--- src/rtl/conv2d_stream.sv ---
// Streaming 3x3 convolution over a raster-order IMG_W x IMG_H frame.
// Two line buffers plus a two-column window feed one fully parallel MAC per accepted pixel.
module conv2d_stream #(
  parameter int IMG_W  = 8,
  parameter int IMG_H  = 8,
  parameter int DATA_W = 8,
  parameter int COEF_W = 8,
  parameter int OUT_W  = 16,
  parameter int SHIFT  = 0,
  parameter int SAT    = 1
) (
  input  logic                     clk,
  input  logic                     rst_n,
  input  logic                     start,
  input  logic                     coef_we,
  input  logic [3:0]               coef_addr,
  input  logic signed [COEF_W-1:0] coef_din,
  input  logic                     in_valid,
  output logic                     in_ready,
  input  logic [DATA_W-1:0]        in_data,
  output logic                     out_valid,
  input  logic                     out_ready,
  output logic signed [OUT_W-1:0]  out_data,
  output logic                     out_last,
  output logic                     busy,
  output logic                     done
);

  localparam int CW     = $clog2(IMG_W);
  localparam int RW     = $clog2(IMG_H);
  localparam int PROD_W = DATA_W + COEF_W + 1;
  localparam int SUM_W  = DATA_W + COEF_W + 4;
  localparam logic signed [SUM_W-1:0] OMAX = {{(SUM_W-OUT_W+1){1'b0}}, {(OUT_W-1){1'b1}}};
  localparam logic signed [SUM_W-1:0] OMIN = {{(SUM_W-OUT_W+1){1'b1}}, {(OUT_W-1){1'b0}}};

  typedef enum logic [1:0] {IDLE, STREAM, FLUSH} state_e;

  state_e                   state_q, state_d;
  logic [RW-1:0]            row_q;
  logic [CW-1:0]            col_q;
  logic signed [COEF_W-1:0] coef_q [9];
  logic [DATA_W-1:0]        lb0_q [IMG_W];
  logic [DATA_W-1:0]        lb1_q [IMG_W];
  logic [DATA_W-1:0]        win_q [3][2];
  logic [DATA_W-1:0]        tap [3];
  logic [DATA_W-1:0]        pix;
  logic signed [PROD_W-1:0] px_ext, cf_ext, prod;
  logic signed [SUM_W-1:0]  sum, shifted;
  logic signed [OUT_W-1:0]  res;
  logic                     accept, last_pix, produce, out_fire;

  function automatic logic signed [OUT_W-1:0] fit_out(input logic signed [SUM_W-1:0] v);
    if (SAT != 0 && v > OMAX) return OMAX[OUT_W-1:0];
    if (SAT != 0 && v < OMIN) return OMIN[OUT_W-1:0];
    return v[OUT_W-1:0];
  endfunction

  assign in_ready = (state_q == STREAM) && (!out_valid || out_ready);
  assign busy     = (state_q != IDLE);
  assign accept   = in_valid && in_ready;
  assign out_fire = out_valid && out_ready;
  assign last_pix = (row_q == RW'(IMG_H-1)) && (col_q == CW'(IMG_W-1));
  assign produce  = accept && (row_q >= RW'(2)) && (col_q >= CW'(2));

  // Incoming column: rows r-2, r-1 from the line buffers, row r from the input.
  assign tap[0] = lb0_q[col_q];
  assign tap[1] = lb1_q[col_q];
  assign tap[2] = in_data;

  always_comb begin
    sum    = '0;
    pix    = '0;
    px_ext = '0;
    cf_ext = '0;
    prod   = '0;
    for (int kr = 0; kr < 3; kr++) begin
      for (int kc = 0; kc < 3; kc++) begin
        pix    = (kc == 2) ? tap[kr] : win_q[kr][kc];
        px_ext = PROD_W'($signed({1'b0, pix}));
        cf_ext = PROD_W'(coef_q[3*kr+kc]);
        prod   = px_ext * cf_ext;
        sum    = sum + SUM_W'(prod);
      end
    end
    shifted = sum >>> SHIFT;
    res     = fit_out(shifted);
  end

  always_comb begin
    state_d = state_q;
    case (state_q)
      IDLE:    if (start) state_d = STREAM;
      STREAM:  if (accept && last_pix) state_d = FLUSH;
      FLUSH:   if (out_fire && out_last) state_d = IDLE;
      default: state_d = IDLE;
    endcase
  end

  always_ff @(posedge clk or negedge rst_n) begin
    if (!rst_n) begin
      state_q   <= IDLE;
      row_q     <= '0;
      col_q     <= '0;
      out_valid <= 1'b0;
      out_data  <= '0;
      out_last  <= 1'b0;
      done      <= 1'b0;
      for (int k = 0; k < 9; k++) coef_q[k] <= '0;
    end else begin
      state_q <= state_d;
      done    <= (state_q == FLUSH) && out_fire && out_last;
      if (state_q == IDLE && start) begin
        row_q <= '0;
        col_q <= '0;
      end else if (accept) begin
        if (col_q == CW'(IMG_W-1)) begin
          col_q <= '0;
          row_q <= last_pix ? '0 : row_q + RW'(1);
        end else begin
          col_q <= col_q + CW'(1);
        end
      end
      if (state_q == IDLE && coef_we) begin
        for (int k = 0; k < 9; k++)
          if (coef_addr == 4'(k)) coef_q[k] <= coef_din;
      end
      // A new result may overwrite the held one only in a cycle where it drains.
      if (produce) begin
        out_valid <= 1'b1;
        out_data  <= res;
        out_last  <= last_pix;
      end else if (out_fire) begin
        out_valid <= 1'b0;
        out_last  <= 1'b0;
      end
    end
  end

  always_ff @(posedge clk) begin
    if (accept) begin
      lb0_q[col_q] <= lb1_q[col_q];
      lb1_q[col_q] <= in_data;
      for (int kr = 0; kr < 3; kr++) begin
        win_q[kr][0] <= win_q[kr][1];
        win_q[kr][1] <= tap[kr];
      end
    end
  end

endmodule

--- config.mk ---
export PLATFORM = sky130hd
export DESIGN_NAME = conv2d_stream
export DESIGN_NICKNAME = d
export VERILOG_FILES = /design/src/rtl/conv2d_stream.sv
export SDC_FILE = /design/constraint.sdc
export NUM_CORES = 2
export LEC_CHECK = 0
export CORE_UTILIZATION = 25
export CTS_BUF_LIST = sky130_fd_sc_hd__clkbuf_8
export DETAILED_ROUTE_END_ITERATION = 6
export SYNTH_ARGS = -nofsm -noshare
export SYNTH_HDL_FRONTEND = slang
export SYNTH_SLANG_ARGS = --single-unit
--- constraint.sdc ---
create_clock -name clk -period 13.9 [get_ports clk]
set_clock_uncertainty 0.05 [all_clocks]
set_input_delay 4.17 -clock clk [delete_from_list [all_inputs] [get_ports clk]]
set_output_delay 4.17 -clock clk [all_outputs]
set_load 0.02 [all_outputs]
==> impl_metrics.toml <==
[sta]
max_freq_ghz = 0.07994
slew_violations = 0
rsz0062_at_grt = "no"
period_needed_ps = 12510
finalSetupTns_ps = 0
finalSetupViolCount = 0
finalHoldViolCount = 0
worst_slew_pin_slew_ps = 1175
finalCritPeriodShare_pct = 90.00
relSlewSlack_pct = 21.39

[route]
drtIter0Drc = 1231
first_pass_iters = 7
wl_met2_um = 39920
ant_nets = 0
highest_layer = "met5"
wl_met1_um = 37170
routed_wire_length_per_instance_um = 18.34
drcViolationCount = 0
vias_per_cell = 4.266
wl_met3_um = 6470
routed_wl_um = 86090
via_count = 20030

[placed_design]
placed_area_um2 = 34380
numPortBuffers = 46
hpwlAfterDp_um = 70140
globalplace.congestion = 0.8874

[die]
io_pins = 47
die_h_um = 358.4
fp-row-count = 130
start_util_pct = 25.25
coreArea_um2 = 125700
die_area_um2 = 128400
dieWidth_um = 358.4

[cells_and_area]
fillCellCount = 13010
design_area_um2 = 35530
layout_commonest_cell = "inv_1"
final_nets = 3890
drive_above_1_share_pct = 6.908
mostFrequentLayoutCells = "775 x inv_1, 569 x fa_1, 311 x and2_1"
syn2layout_area_growth_pct = 11.92

[critical_path]
slowest_stage = "clkdlybuf4s50_1"
rrSetupSlack_ps = 3130
max_stage_delay_ps = 710
crit_buf_inv = 5
cp_top_family = "adder cells"
end_kind = "register"
cp_common_cell = "fa_1"
worstSetupPathType = "primary input to register"
arrival_ps = 12990
reg2regPathDepth = 29
critPathMaxFanout = 17
timing.rr.start = "col_q[2]"
cp-start-kind = "primary input"
r2r_end = "out_data[3]"
worst_ep_required_time_ps = 14380

[global_route]
grt_pass1_vias = 21900
grt_max_degree = 57
gr-total-overflow = 0
grt_util_all_layers_pct = 14.02
grt_antenna_before_repair = 11
grt_pass1_wl_um = 135000

[synthesis]
synth_cells = 2909
synth_area_um2 = 31750
async_reset_ff_share_pct = 36.00
synth_top_cell_by_area = "fa_1"
synth-seq-cells = 275
synth_top_flop_cell = "edfxtp_1"
ys_top_cells_by_area = "fa_1 36%, edfxtp_1 17%, ha_1 12%"
synth_top_area_share_pct = 35.88
synth-edff-count = 176
yosysSeqAreaShare_pct = 24.45
synth_nets = 3803
syn_avg_cell_area_um2 = 10.91
yosys_warnings = 0
synth_cell_types = 55

[cts]
cts-root-buf = "clkbuf_8"
cts_buffers = 53
cts_tree = "done"
clock_latency_ps = 700
clock-sinks = 275
cts-htree-levels = 2
cts_hold_buf = 0
path_clk_slew_ps = 60
cts_resized = 0
postCtsSetupRepairBufs = 0
cts_buffer_depth = 3

[hold_path]
worstHoldPathType = "register to register"
min-delay-start = "state_q[0]"
hold-path-endpoint = "done"
hold_depth = 1

[job]
cap_viol_max_count = 0

[run_status]
status = "completed"
synthesized netlist by cell type, drive strengths merged (2+ instances only):
| master | instances |
|---|---|
| inv | 768 |
| fa | 569 |
| and2 | 311 |
| ha | 299 |
| nand2 | 207 |
| edfxtp | 176 |
| dfrtp | 99 |
| mux2 | 68 |
| nor2 | 65 |
| a22oi | 62 |
| clkbuf | 36 |
| nor2b | 32 |
| o21ai | 26 |
| xnor2 | 21 |
| nand2b | 20 |
| a21oi | 18 |
| o22ai | 16 |
| nand4 | 15 |
| nand3 | 12 |
| and3 | 11 |
| nor3 | 11 |
| buf | 9 |
| or2 | 7 |
| a21o | 5 |
| nor3b | 5 |
| xor2 | 5 |
| a211oi | 4 |
| a31oi | 3 |
| clkinv | 3 |
| o21bai | 3 |
| a22o | 2 |
| a31o | 2 |
| nor4 | 2 |
| o221ai | 2 |
| or3 | 2 |
registers in the layout, summed over array words and instances, names as in the netlist:
name / count
cf_ext: 8
coef_q: 64
col_q: 3
done: 1
lb0_q: 64
lb1_q: 64
out_data: 16
out_last: 1
out_valid: 1
row_q: 3
state_q: 2
win_q: 48
how the worst max path moves through the flow:
| stage | startpoint | end | cells past startpoint |
|---|---|---|---|
| 5_1_grt | in_data[0] | out_data[3] | 27 |
| 3_3_place_gp | in_data[6] | out_data[3] | 26 |
| 4_1_cts | in_data[0] | out_data[3] | 25 |
| 6_report | in_data[0] | out_data[3] | 25 |
| 2_1_floorplan | in_data[3] | out_data[7] | 27 |
| 3_5_place_dp | in_data[0] | out_data[3] | 25 |
logic make-up (layout without fill, tap and decap cells):
logic type	Yosys count	after routing	synth area share (%)
XOR/XNOR	26	26	0.7172
AND/OR/NAND/NOR	703	703	11.72
multiplexers	68	68	2.412
AO/OA/AOI/OAI	153	153	3.373
adder cells (fa/ha/maj)	868	868	47.66
other	0	4	0
buffers and inverters	816	947	9.674
flip-flops	275	275	24.45
routing by layer:
| layer | GRT usage (%) | vias up |
|---|---|---|
| met5 | 0 | - |
| met4 | 3.957 | 12 |
| met3 | 3.589 | 103 |
| met2 | 22.56 | 542 |
| met1 | 18.55 | 10320 |
| li1 | - | 9049 |
final cells by class:
cell class	instances	area [um^2]	share of cell area (%)
Clock buffer	61	839.6	2.363
Multi-Input combinational cell	1818	20960	59.00
Clock inverter	38	307.8	0.8662
Sequential cell	275	7762	21.85
Antenna cell	4	10.01	0.02817
Timing Repair Buffer	77	690.7	1.944
Inverter	771	2895	8.148
Tap cell	1650	2064	5.810
metrics by stage:
stage                     util [%]  setup WS [ps]  hold WS (ps)  std cells
after floorplan                  -           2014         402.7       2909
after global placement       27.34          856.8         433.4       4591
after detailed placement     27.34          733.0         429.0       4591
after CTS                    28.25           1408         446.5       4690
after global routing         28.26          892.3         492.8       4693
final                        28.26           1391         441.2       4694
worst reg2reg max path: cells and delay by family (launching register included):
kind / cells / cell delay (ps)
buffers and inverters: 5 / 410
XOR/XNOR: 1 / 160
AO/OA/AOI/OAI: 6 / 1350
flip-flops: 1 / 640
adder cells (fa/ha/maj): 11 / 5480
AND/OR/NAND/NOR: 6 / 2560
Power is left out: the tool's default activity adds up to more than one toggle a clock period on the data nets, which glitch-free logic cannot reach.
==> patch: new RTL, config.mk and constraints unchanged <==
The parameter `SAT` goes from 1 to 0.
--- a/src/rtl/conv2d_stream.sv
+++ b/src/rtl/conv2d_stream.sv
@@ -7,7 +7,7 @@
   parameter int COEF_W = 8,
   parameter int OUT_W  = 16,
   parameter int SHIFT  = 0,
-  parameter int SAT    = 1
+  parameter int SAT    = 0
 ) (
   input  logic                     clk,
   input  logic                     rst_n,
Behaviour: same outputs for any inputs over 4 cycles, from zero or initial values and one cycle with rst_n low; that may be too few to reach the edited logic, so the function may still have changed.
==> patch against the original RTL <==
Count of clock-buffer cells in the layout down 8. Sequential cell count unchanged. Wire length down 3.1%. Worst setup slack better by 660 ps. Design area down 4.8%. Synthesized area down 4.1%. Non-clock buffer count down 10. Critical path type unchanged. Critical endpoint is now out_data[14]$_DFFE_PN0P_. Largest cell class unchanged. Highest routed layer unchanged.
==> patch: results (changes against the original RTL) <==
Setup WS pre-CTS=1350 ps (was 733.0 ps); share of cells above drive strength 1=4.542% (was 6.908%); TritonRoute pass-1 iters=5 (was 7); wire length on met1=36130 um (was 37170 um); first-iteration detailed-routing DRC count=1348 (was 1231); Placed Cells=4368 (was 4591); final non-filler cell total=4457 (was 4694); total wire length=83420 um (was 86090 um); global routing met1 resource utilization=19.12% (was 18.55%); initial antenna violation count=12 (was 11); r2r worst-path depth=28 (was 29); Yosys warning total=0 (unchanged); placed cell area=32910 um^2 (was 34380 um^2); largest net degree at the start of global routing=56 (was 57); clock root cell=clkbuf_8 (unchanged); slew margin rel.=22.66% (was 21.39%); Commonest cells post-synth=688 x inv_1, 527 x fa_1, 283 x and2_1, 268 x ha_1, 257 x nand2_1 (was 768 x inv_1, 569 x fa_1, 311 x and2_1, 299 x ha_1, 207 x nand2_1); Met2 Wirelength=37280 um (was 39920 um); sequential-to-total area share from yosys stat=25.48% (was 24.45%); CTS resizes=0 (unchanged); maximum net fanout on the critical path=17 (unchanged); cts bufs inserted=48 (was 53); top flop regs=coef_q: 64 flops, lb0_q: 64 flops, lb1_q: 64 flops (unchanged); global-route met3 utilization=3.955% (was 3.589%); vias per std cell=4.276 (was 4.266); Synth Net Count=3563 (was 3803); EDFF count, synth=176 (unchanged); max incr delay on CP=1070 ps (was 710 ps); ranking of synthesized cells by area=fa_1 35%, edfxtp_1 17%, ha_1 11%, inv_1 8.5%, dfrtp_1 8.1% (was fa_1 36%, edfxtp_1 17%, ha_1 12%, inv_1 9.1%, dfrtp_1 7.8%); CP delay by family, top=adder cells (unchanged); Skew-Pair Late Insertion Delay=680 ps (was 700 ps); Fillers=12649 (was 13007); Distinct cells, synth=57 (was 55); GRT Util Overall=14.23% (was 14.02%); Syn Inst Count=2742 (was 2909); hold path cells=2 (was 1); Final GP Congestion=0.9184 (was 0.8874); grt met2 use=22.08% (was 22.56%); WP data arrival=12390 ps (was 12990 ps); hpwl dp=66840 um (was 70140 um); first-pass GRT wire length=129200 um (was 135000 um); Port Buffer Count=46 (unchanged); ys flop type=edfxtp_1 (unchanged); vias in the first global route=20666 (was 21898); outcome=finished, final reports clean (unchanged); met3 wire length=7374 um (was 6470 um); Max IR drop VDD=536.5 uV; Initial Util=25.29% (was 25.25%); HP Class=reg -> reg (unchanged); H-Tree Level Count=2 (unchanged)
patch: cell count changes after synthesis, moves of 18 or more:
cell,unedited run,this run
mux2_2,68,16
mux2_1,0,72
nor2_1,65,31
nand2_1,207,257
buf_2,1,19
fa_1,569,527
and2_1,311,283
nor2b_1,32,50
ha_1,299,268
o21ai_0,24,6
inv_1,768,688
a22oi_1,62,2
patch: layout make-up:
type | count | area (um^2) | area share (%)
Sequential cell | 275 | 7766 | 22.95
Multi-Input combinational cell | 1723 | 19920 | 58.86
Clock buffer | 53 | 729.5 | 2.156
Timing Repair Buffer | 67 | 615.6 | 1.819
Clock inverter | 31 | 183.9 | 0.5436
Antenna cell | 5 | 12.51 | 0.03698
Inverter | 691 | 2594 | 7.666
Tap cell | 1612 | 2017 | 5.961
patch: final timing paths:
check / startpoint / end / slack [ps]
setup / recovery: in_data[3] / out_data[14]$_DFFE_PN0P_ / 2050
max in group asynchronous: rst_n / cf_ext[7]$_DFFE_PN0P_ / 9310
min in group asynchronous: rst_n / coef_q[57]$_DFFE_PN0P_ / 3390
setup reg to reg: col_q[2]$_DFFE_PN0P_ / out_data[14]$_DFFE_PN0P_ / 4110
hold reg to reg: out_data[5]$_DFFE_PN0P_ / out_data[5]$_DFFE_PN0P_ / 430
hold / removal: out_data[5]$_DFFE_PN0P_ / out_data[5]$_DFFE_PN0P_ / 430
patch: logic make-up (layout without fill, tap and decap cells):
family,after synthesis,in the layout,synth area share (%)
compound gates,79,79,1.746
xor+xnor,46,46,1.368
fa+ha+maj,795,795,45.64
buf+inv,744,842,9.246
flops,275,275,25.48
mux,112,112,4.617
other cells,0,5,0
simple gates,691,691,11.90
patch: report_power, final:
part	internal, mW	switching, mW
Combinational	1.78	2.75
Clock	0.372	0.383
Sequential	1.09	0.186
